==> config.mk <==
export PLATFORM = sky130hd
export DESIGN_NAME = multicycle_control_flat
export DESIGN_NICKNAME = d
export VERILOG_FILES = /design/src/rtl/multicycle_control_if.sv /design/src/rtl/multicycle_control.sv /design/src/flat_wrapper.sv
export SDC_FILE = /design/constraint.sdc
export NUM_CORES = 1
export LEC_CHECK = 0
export BUFFER_PORTS_ARGS = -buffer_cell sky130_fd_sc_hd__buf_2
export CORE_ASPECT_RATIO = 0.6
export CORE_MARGIN = 4
export CORE_UTILIZATION = 46
export DETAILED_ROUTE_END_ITERATION = 12
export PLACE_DENSITY = 0.8
export SLEW_MARGIN = 20
export SYNTH_ARGS = -nofsm -noshare
export SYNTH_HDL_FRONTEND = slang
export SYNTH_SLANG_ARGS = --single-unit
==> constraint.sdc <==
create_clock -name clk -period 2.2 [get_ports clk]
set_input_delay 0.55 -clock clk [delete_from_list [all_inputs] [get_ports clk]]
set_output_delay 0.55 -clock clk [all_outputs]
set_load 0.01 [all_outputs]
==> src/rtl/multicycle_control_if.sv <==
// Control/status bundle between the multicycle sequencer (master) and the MIPS datapath (slave).
// Carries instruction and handshake inputs plus every select, enable, strobe and status flag.
interface multicycle_control_if;
   logic [31:0] instr;
   logic        zero;
   logic        mem_ready;
   logic        pc_en;
   logic [1:0]  pc_src;
   logic        iord;
   logic        mem_read;
   logic        mem_write;
   logic        ir_write;
   logic        reg_dst;
   logic        mem_to_reg;
   logic        reg_write;
   logic        alu_src_a;
   logic [1:0]  alu_src_b;
   logic [3:0]  alu_op;
   logic [3:0]  state;
   logic        halted;
   logic        illegal;
   logic        bus_error;
   logic        retired;

   modport master (
      input  instr, zero, mem_ready,
      output pc_en, pc_src, iord, mem_read, mem_write, ir_write, reg_dst,
             mem_to_reg, reg_write, alu_src_a, alu_src_b, alu_op, state,
             halted, illegal, bus_error, retired
   );

   modport slave (
      output instr, zero, mem_ready,
      input  pc_en, pc_src, iord, mem_read, mem_write, ir_write, reg_dst,
             mem_to_reg, reg_write, alu_src_a, alu_src_b, alu_op, state,
             halted, illegal, bus_error, retired
   );
endinterface

==> src/rtl/multicycle_control.sv <==
// Multicycle MIPS sequencer: lw 5, sw/R-type/addi 4, beq/bne/j 3 cycles plus one per memory wait cycle.
// Stalls in FETCH/MEMRD/MEMWR until mem_ready; halts on instr==0, unsupported decode or wait timeout.
module multicycle_control #(
   parameter int TIMEOUT = 255
) (
   input  logic                 clk,
   input  logic                 reset,
   multicycle_control_if.master bus
);

   localparam logic [3:0] ALU_AND = 4'd0;
   localparam logic [3:0] ALU_OR  = 4'd1;
   localparam logic [3:0] ALU_ADD = 4'd2;
   localparam logic [3:0] ALU_SUB = 4'd6;
   localparam logic [3:0] ALU_SLT = 4'd7;

   localparam logic [5:0] OP_RTYPE = 6'h00;
   localparam logic [5:0] OP_J     = 6'h02;
   localparam logic [5:0] OP_BEQ   = 6'h04;
   localparam logic [5:0] OP_BNE   = 6'h05;
   localparam logic [5:0] OP_ADDI  = 6'h08;
   localparam logic [5:0] OP_LW    = 6'h23;
   localparam logic [5:0] OP_SW    = 6'h2b;

   localparam int CW = (TIMEOUT > 0) ? $clog2(TIMEOUT + 1) : 1;
   localparam logic [CW-1:0] WAIT_LIMIT = CW'(TIMEOUT);

   typedef enum logic [3:0] {
      FETCH  = 4'd0,
      DECODE = 4'd1,
      MEMADR = 4'd2,
      MEMRD  = 4'd3,
      MEMWB  = 4'd4,
      MEMWR  = 4'd5,
      EXEC   = 4'd6,
      ALUWB  = 4'd7,
      BRANCH = 4'd8,
      JUMP   = 4'd9,
      ADDIEX = 4'd10,
      ADDIWB = 4'd11,
      HALT   = 4'd15
   } state_t;

   state_t        state_q, state_d;
   logic [CW-1:0] wait_cnt_q, wait_cnt_d;
   logic          illegal_q, illegal_d;
   logic          bus_error_q, bus_error_d;

   logic [5:0] opcode;
   logic [5:0] funct;
   logic       wait_state;
   logic       timeout;
   logic       illegal_set;
   logic       funct_ok;
   logic       unused_instr;

   assign opcode       = bus.instr[31:26];
   assign funct        = bus.instr[5:0];
   assign unused_instr = ^bus.instr[25:6];

   assign wait_state = (state_q == FETCH) || (state_q == MEMRD) || (state_q == MEMWR);
   // Completion beats the limit: timeout only fires while mem_ready is still low.
   assign timeout    = (TIMEOUT != 0) && wait_state && !bus.mem_ready && (wait_cnt_q == WAIT_LIMIT);

   always_comb begin
      funct_ok = 1'b0;
      case (funct)
         6'h20, 6'h22, 6'h24, 6'h25, 6'h2a: funct_ok = 1'b1;
         default:                           funct_ok = 1'b0;
      endcase
   end

   always_comb begin
      state_d        = state_q;
      illegal_set    = 1'b0;
      bus.pc_en      = 1'b0;
      bus.pc_src     = 2'd0;
      bus.iord       = 1'b0;
      bus.mem_read   = 1'b0;
      bus.mem_write  = 1'b0;
      bus.ir_write   = 1'b0;
      bus.reg_dst    = 1'b0;
      bus.mem_to_reg = 1'b0;
      bus.reg_write  = 1'b0;
      bus.alu_src_a  = 1'b0;
      bus.alu_src_b  = 2'd0;
      bus.alu_op     = ALU_AND;
      bus.retired    = 1'b0;

      case (state_q)
         FETCH: begin
            bus.mem_read  = 1'b1;
            bus.alu_src_b = 2'd1;
            bus.alu_op    = ALU_ADD;
            if (bus.mem_ready) begin
               bus.ir_write = 1'b1;
               bus.pc_en    = 1'b1;
               state_d      = DECODE;
            end else if (timeout) begin
               state_d = HALT;
            end
         end
         DECODE: begin
            bus.alu_src_b = 2'd3;
            bus.alu_op    = ALU_ADD;
            case (opcode)
               OP_RTYPE: begin
                  if (funct_ok) begin
                     state_d = EXEC;
                  end else begin
                     state_d     = HALT;
                     illegal_set = (bus.instr != 32'd0);
                  end
               end
               OP_LW, OP_SW:   state_d = MEMADR;
               OP_BEQ, OP_BNE: state_d = BRANCH;
               OP_ADDI:        state_d = ADDIEX;
               OP_J:           state_d = JUMP;
               default: begin
                  state_d     = HALT;
                  illegal_set = 1'b1;
               end
            endcase
         end
         MEMADR: begin
            bus.alu_src_a = 1'b1;
            bus.alu_src_b = 2'd2;
            bus.alu_op    = ALU_ADD;
            state_d       = (opcode == OP_LW) ? MEMRD : MEMWR;
         end
         MEMRD: begin
            bus.mem_read = 1'b1;
            bus.iord     = 1'b1;
            if (bus.mem_ready) begin
               state_d = MEMWB;
            end else if (timeout) begin
               state_d = HALT;
            end
         end
         MEMWB: begin
            bus.reg_write  = 1'b1;
            bus.mem_to_reg = 1'b1;
            bus.retired    = 1'b1;
            state_d        = FETCH;
         end
         MEMWR: begin
            bus.mem_write = 1'b1;
            bus.iord      = 1'b1;
            if (bus.mem_ready) begin
               bus.retired = 1'b1;
               state_d     = FETCH;
            end else if (timeout) begin
               state_d = HALT;
            end
         end
         EXEC: begin
            bus.alu_src_a = 1'b1;
            case (funct)
               6'h22:   bus.alu_op = ALU_SUB;
               6'h24:   bus.alu_op = ALU_AND;
               6'h25:   bus.alu_op = ALU_OR;
               6'h2a:   bus.alu_op = ALU_SLT;
               default: bus.alu_op = ALU_ADD;
            endcase
            state_d = ALUWB;
         end
         ALUWB: begin
            bus.reg_write = 1'b1;
            bus.reg_dst   = 1'b1;
            bus.retired   = 1'b1;
            state_d       = FETCH;
         end
         ADDIEX: begin
            bus.alu_src_a = 1'b1;
            bus.alu_src_b = 2'd2;
            bus.alu_op    = ALU_ADD;
            state_d       = ADDIWB;
         end
         ADDIWB: begin
            bus.reg_write = 1'b1;
            bus.retired   = 1'b1;
            state_d       = FETCH;
         end
         BRANCH: begin
            bus.alu_src_a = 1'b1;
            bus.alu_op    = ALU_SUB;
            bus.pc_src    = 2'd1;
            // ALUOut already holds the target computed during DECODE.
            bus.pc_en     = (opcode == OP_BNE) ? ~bus.zero : bus.zero;
            bus.retired   = 1'b1;
            state_d       = FETCH;
         end
         JUMP: begin
            bus.pc_src  = 2'd2;
            bus.pc_en   = 1'b1;
            bus.retired = 1'b1;
            state_d     = FETCH;
         end
         HALT: begin
            state_d = HALT;
         end
         default: begin
            state_d = HALT;
         end
      endcase

      // Reset parks the FSM in FETCH asynchronously; keep every write-type strobe quiet meanwhile.
      if (reset) begin
         bus.ir_write  = 1'b0;
         bus.pc_en     = 1'b0;
         bus.reg_write = 1'b0;
         bus.mem_write = 1'b0;
         bus.retired   = 1'b0;
      end
   end

   always_comb begin
      illegal_d   = illegal_q | illegal_set;
      bus_error_d = bus_error_q | timeout;
      if ((state_d != state_q) || bus.mem_ready || !wait_state) begin
         wait_cnt_d = '0;
      end else begin
         wait_cnt_d = wait_cnt_q + 1'b1;
      end
   end

   always_ff @(posedge clk or posedge reset) begin
      if (reset) begin
         state_q     <= FETCH;
         wait_cnt_q  <= '0;
         illegal_q   <= 1'b0;
         bus_error_q <= 1'b0;
      end else begin
         state_q     <= state_d;
         wait_cnt_q  <= wait_cnt_d;
         illegal_q   <= illegal_d;
         bus_error_q <= bus_error_d;
      end
   end

   assign bus.state     = state_q;
   assign bus.halted    = (state_q == HALT);
   assign bus.illegal   = illegal_q;
   assign bus.bus_error = bus_error_q;

endmodule

==> src/flat_wrapper.sv <==
// flat-port wrapper written by rule: the top's interface ports become plain ports
module multicycle_control_flat 
#(
   parameter int TIMEOUT = 255
)
  (clk, reset, bus_instr, bus_zero, bus_mem_ready, bus_pc_en, bus_pc_src, bus_iord, bus_mem_read, bus_mem_write, bus_ir_write, bus_reg_dst, bus_mem_to_reg, bus_reg_write, bus_alu_src_a, bus_alu_src_b, bus_alu_op, bus_state, bus_halted, bus_illegal, bus_bus_error, bus_retired);
  multicycle_control_if bus_i ();
  input  logic clk;
  input  logic reset;
  input wire logic [$bits(bus_i.instr)-1:0] bus_instr;
  input wire logic [$bits(bus_i.zero)-1:0] bus_zero;
  input wire logic [$bits(bus_i.mem_ready)-1:0] bus_mem_ready;
  output wire logic [$bits(bus_i.pc_en)-1:0] bus_pc_en;
  output wire logic [$bits(bus_i.pc_src)-1:0] bus_pc_src;
  output wire logic [$bits(bus_i.iord)-1:0] bus_iord;
  output wire logic [$bits(bus_i.mem_read)-1:0] bus_mem_read;
  output wire logic [$bits(bus_i.mem_write)-1:0] bus_mem_write;
  output wire logic [$bits(bus_i.ir_write)-1:0] bus_ir_write;
  output wire logic [$bits(bus_i.reg_dst)-1:0] bus_reg_dst;
  output wire logic [$bits(bus_i.mem_to_reg)-1:0] bus_mem_to_reg;
  output wire logic [$bits(bus_i.reg_write)-1:0] bus_reg_write;
  output wire logic [$bits(bus_i.alu_src_a)-1:0] bus_alu_src_a;
  output wire logic [$bits(bus_i.alu_src_b)-1:0] bus_alu_src_b;
  output wire logic [$bits(bus_i.alu_op)-1:0] bus_alu_op;
  output wire logic [$bits(bus_i.state)-1:0] bus_state;
  output wire logic [$bits(bus_i.halted)-1:0] bus_halted;
  output wire logic [$bits(bus_i.illegal)-1:0] bus_illegal;
  output wire logic [$bits(bus_i.bus_error)-1:0] bus_bus_error;
  output wire logic [$bits(bus_i.retired)-1:0] bus_retired;
  assign bus_i.instr = bus_instr;
  assign bus_i.zero = bus_zero;
  assign bus_i.mem_ready = bus_mem_ready;
  assign bus_pc_en = bus_i.pc_en;
  assign bus_pc_src = bus_i.pc_src;
  assign bus_iord = bus_i.iord;
  assign bus_mem_read = bus_i.mem_read;
  assign bus_mem_write = bus_i.mem_write;
  assign bus_ir_write = bus_i.ir_write;
  assign bus_reg_dst = bus_i.reg_dst;
  assign bus_mem_to_reg = bus_i.mem_to_reg;
  assign bus_reg_write = bus_i.reg_write;
  assign bus_alu_src_a = bus_i.alu_src_a;
  assign bus_alu_src_b = bus_i.alu_src_b;
  assign bus_alu_op = bus_i.alu_op;
  assign bus_state = bus_i.state;
  assign bus_halted = bus_i.halted;
  assign bus_illegal = bus_i.illegal;
  assign bus_bus_error = bus_i.bus_error;
  assign bus_retired = bus_i.retired;
  multicycle_control #(.TIMEOUT(TIMEOUT)) u_core (.clk(clk), .reset(reset), .bus(bus_i));
endmodule
==> insert_results.sql <==
INSERT INTO impl_metrics (metric_group, metric, value, unit) VALUES
('clock_tree', 'ctsLongestPathBuffers', '2', ''),
('synthesis', 'netlist.top_cell.by_area', 'sky130_fd_sc_hd__dfrtp_1', ''),
('place', 'place.detailed.hpwl', '2880', 'um'),
('clock_tree', 'cts_bufs_inserted', '3', ''),
('drt', 'wire_per_inst', '14.4', 'um'),
('die', 'design.core.area', '2540', 'sq um'),
('drt', 'remaining_drc_errors', '0', ''),
('power', 'pwr_per_cell_area', '1040', 'nW/um^2'),
('global_route', 'first_pass_grt_wire_length', '5930', 'um'),
('place', 'place_ws', '0.0870', 'ns'),
('synthesis', 'yosys_warnings', '0', ''),
('drt', 'vias', '1478', ''),
('critical_path', 'crit_chain', 'nor2b_1, or4_4, a21oi_1, buf_2', ''),
('drt', 'detail_route.first_pass.iterations', '6', ''),
('synthesis', 'async_flop_share', '1.00', ''),
('power', 'max-vdd-ir-drop', '435', 'uV'),
('cells_and_area', 'finish.instance_area', '1750', 'sq um'),
('synthesis', 'synth.cell_area', '1250', 'sq um'),
('power', 'sequentialPowerShare', '0.220', ''),
('job', 'drv_cap', '0', ''),
('hold_path', 'hp-class', 'primary input to async pin', ''),
('place', 'portBuffers', '59', ''),
('global_route', 'grt-ovfl-total', '0', ''),
('synthesis', 'synth-edff-count', '0', ''),
('timing', 'maxSlewViolCount', '0', ''),
('global_route', 'grt_start_max_net_pins', '17', ''),
('timing', 'final_critical_path_setup_slack', '0.0593', 'ns'),
('cells_and_area', 'num_antenna_cells', '0', ''),
('power', 'power.total', '1.82', 'mW'),
('timing', 'setup_tns', '0', 'ns'),
('power', 'leak_pwr', '0.837', 'nW'),
('timing', 'fin_crit', '2.14', 'ns'),
('drt', 'detail_route.iter0.violations', '79', ''),
('power', 'p_clk_frac', '0.136', ''),
('critical_path', 'critical_path.startpoint_type', 'flip-flop', ''),
('synthesis', 'post_synth_main_area_contributors', 'sky130_fd_sc_hd__dfrtp_1 (28%), sky130_fd_sc_hd__nor2_1 (7.8%), sky130_fd_sc_hd__nor4_1 (4.5%)', ''),
('timing', 'setup_viol', '0', ''),
('critical_path', 'path_buf_inv', '1', ''),
('synthesis', 'seq_area_frac_synth', '0.281', ''),
('place', 'placedInstanceArea', '1640', 'sq um'),
('critical_path', 'worst_ep_arrival_time', '1.59', 'ns'),
('synthesis', 'postSynthNetCount', '199', ''),
('synthesis', 'postSynth.topFlopCell', 'sky130_fd_sc_hd__dfrtp_1', ''),
('global_route', 'antenna_found_initial', '0', ''),
('die', 'dieArea', '3630', 'sq um'),
('global_route', 'grt_pass1_vias', '1334', ''),
('power', 'switching_power', '0.814', 'mW'),
('die', 'dieHeight', '48.3', 'um'),
('drt', 'vias_per_cell', '5.58', ''),
('synthesis', 'yosys.cell_types.count', '48', ''),
('synthesis', 'syn_avg_cell_area', '7.69', 'sq um'),
('cells_and_area', 'layout.cells.non_filler', '265', ''),
('cells_and_area', 'finalCoreUtilization', '0.688', ''),
('place', 'numPlacedInstances', '257', ''),
('run_status', 'status', 'complete, no violations', ''),
('cells_and_area', 'final_common_cell', 'sky130_fd_sc_hd__buf_2', ''),
('clock_tree', 'insertion_delay', '0.24', 'ns'),
('timing', 'clock-skew-final', '0.00367', 'ns'),
('clock_tree', 'cts.reportedPaths.clkPinSlew', '0.06', 'ns'),
('cells_and_area', 'finalNetCount', '271', ''),
('die', 'chipWidth', '75.2', 'um'),
('critical_path', 'max_stage_delay', '0.46', 'ns'),
('clock_tree', 'tritoncts_num_sinks', '14', ''),
('power', 'power.internal', '1.00', 'mW'),
('power', 'p_comb_frac', '0.644', ''),
('clock_tree', 'tritoncts', 'yes', ''),
('die', 'placementRows', '14', ''),
('critical_path', 'critical_path_required', '1.65', 'ns'),
('global_route', 'grtUsageTotal', '0.202', ''),
('drt', 'antenna_violating_nets_post_route', '0', ''),
('cells_and_area', 'layout.cells.most_common_list', 'sky130_fd_sc_hd__buf_2 (59), sky130_fd_sc_hd__nor2_1 (26), sky130_fd_sc_hd__buf_4 (18)', '');
per-layer routing:
layer / global-route usage / vias to the layer above / wire length, um
met5: 0 / - / 0
met4: 0.0233 / 0 / 10
met3: 0.0599 / 2 / 318
met2: 0.288 / 53 / 1640
met1: 0.309 / 677 / 1840
li1: - / 746 / -
worst min-delay path: stages:
cell and delay (ns):
sky130_fd_sc_hd__buf_2 0.13, sky130_fd_sc_hd__inv_1 0.09, sky130_fd_sc_hd__buf_4 0.22
power groups by stage:
stage / clock network (mW) / logic [mW] / registers, mW
final: 0.247 / 1.17 / 0.400
after global routing: 0.267 / 1.28 / 0.408
after CTS: 0.254 / 1.06 / 0.412
after detailed placement: 0 / 1.05 / 0.411
after global placement: 0 / 1.04 / 0.410
after floorplan: 0 / 0.707 / 0.377
synth_stat cells (2+ instances only):
master                      instances
sky130_fd_sc_hd__nand2_1            3
sky130_fd_sc_hd__nand2b_1           4
sky130_fd_sc_hd__o41ai_1            2
sky130_fd_sc_hd__xor2_1             4
sky130_fd_sc_hd__xnor2_1            4
sky130_fd_sc_hd__nand3_1            8
sky130_fd_sc_hd__a21o_1             2
sky130_fd_sc_hd__or4_1              3
sky130_fd_sc_hd__a21oi_1            6
sky130_fd_sc_hd__a31oi_1            2
sky130_fd_sc_hd__and3_1             3
sky130_fd_sc_hd__nor3_1             6
sky130_fd_sc_hd__o21ai_0            4
sky130_fd_sc_hd__o21a_1             2
sky130_fd_sc_hd__nor2_1            26
sky130_fd_sc_hd__clkbuf_1           6
sky130_fd_sc_hd__dfrtp_1           14
sky130_fd_sc_hd__inv_1              9
sky130_fd_sc_hd__nor4_1             9
sky130_fd_sc_hd__o31ai_1            2
sky130_fd_sc_hd__o2111ai_1          4
sky130_fd_sc_hd__nand4_1            3
sky130_fd_sc_hd__nor3b_1            2
sky130_fd_sc_hd__and4_1             2
sky130_fd_sc_hd__o311ai_0           3
sky130_fd_sc_hd__nor2b_1            7
timing repair:
| action | CTS | global route |
|---|---|---|
| buffers inserted | 0 | 4 |
| hold buffers | 0 | 0 |
| endpoints found under the setup margin | 4 | 4 |
| cloned | 0 | 0 |
| gates resized for setup | 2 | 5 |
cell type report:
class                           instances  area [sq um]
Inverter                                9          33.8
Timing Repair Buffer                   77           430
Multi-Input combinational cell        129           835
Clock buffer                            4          55.1
Fill cell                             212           793
Tap cell                               32          40.0
Sequential cell                        14           353
worst paths after layout:
path	start	endpoint	slack [ns]	depth (start not counted)
setup / recovery	u_core.bus.state[0]	bus_pc_en	0.06	4
setup reg to reg	u_core.bus.state[2]	u_core.bus.state[0]	0.31	5
max in group asynchronous	reset	u_core.bus.state[0]	1.63	3
hold / removal	reset	u_core.bus.state[2]	0.38	3
hold reg to reg	u_core.wait_cnt_q[0]	u_core.wait_cnt_q[0]	0.46	1
min in group clk	u_core.wait_cnt_q[0]	u_core.wait_cnt_q[0]	0.46	1
kinds of logic after synthesis:
family,after synthesis,share of synthesized area
xor+xnor,8,0.0562
simple gates,82,0.362
compound gates,37,0.220
flops,14,0.281
fa+ha+maj,1,0.0100
other cells,1,0.00301
buf+inv,19,0.0673
sequential cells by signal, summed over array words and instances (netlist names):
signal,flops
u_core.bus.bus_error,1
u_core.wait_cnt_q,8
u_core.bus.state,4
u_core.bus.illegal,1
Note: power is estimated with default switching activity, not from simulation.
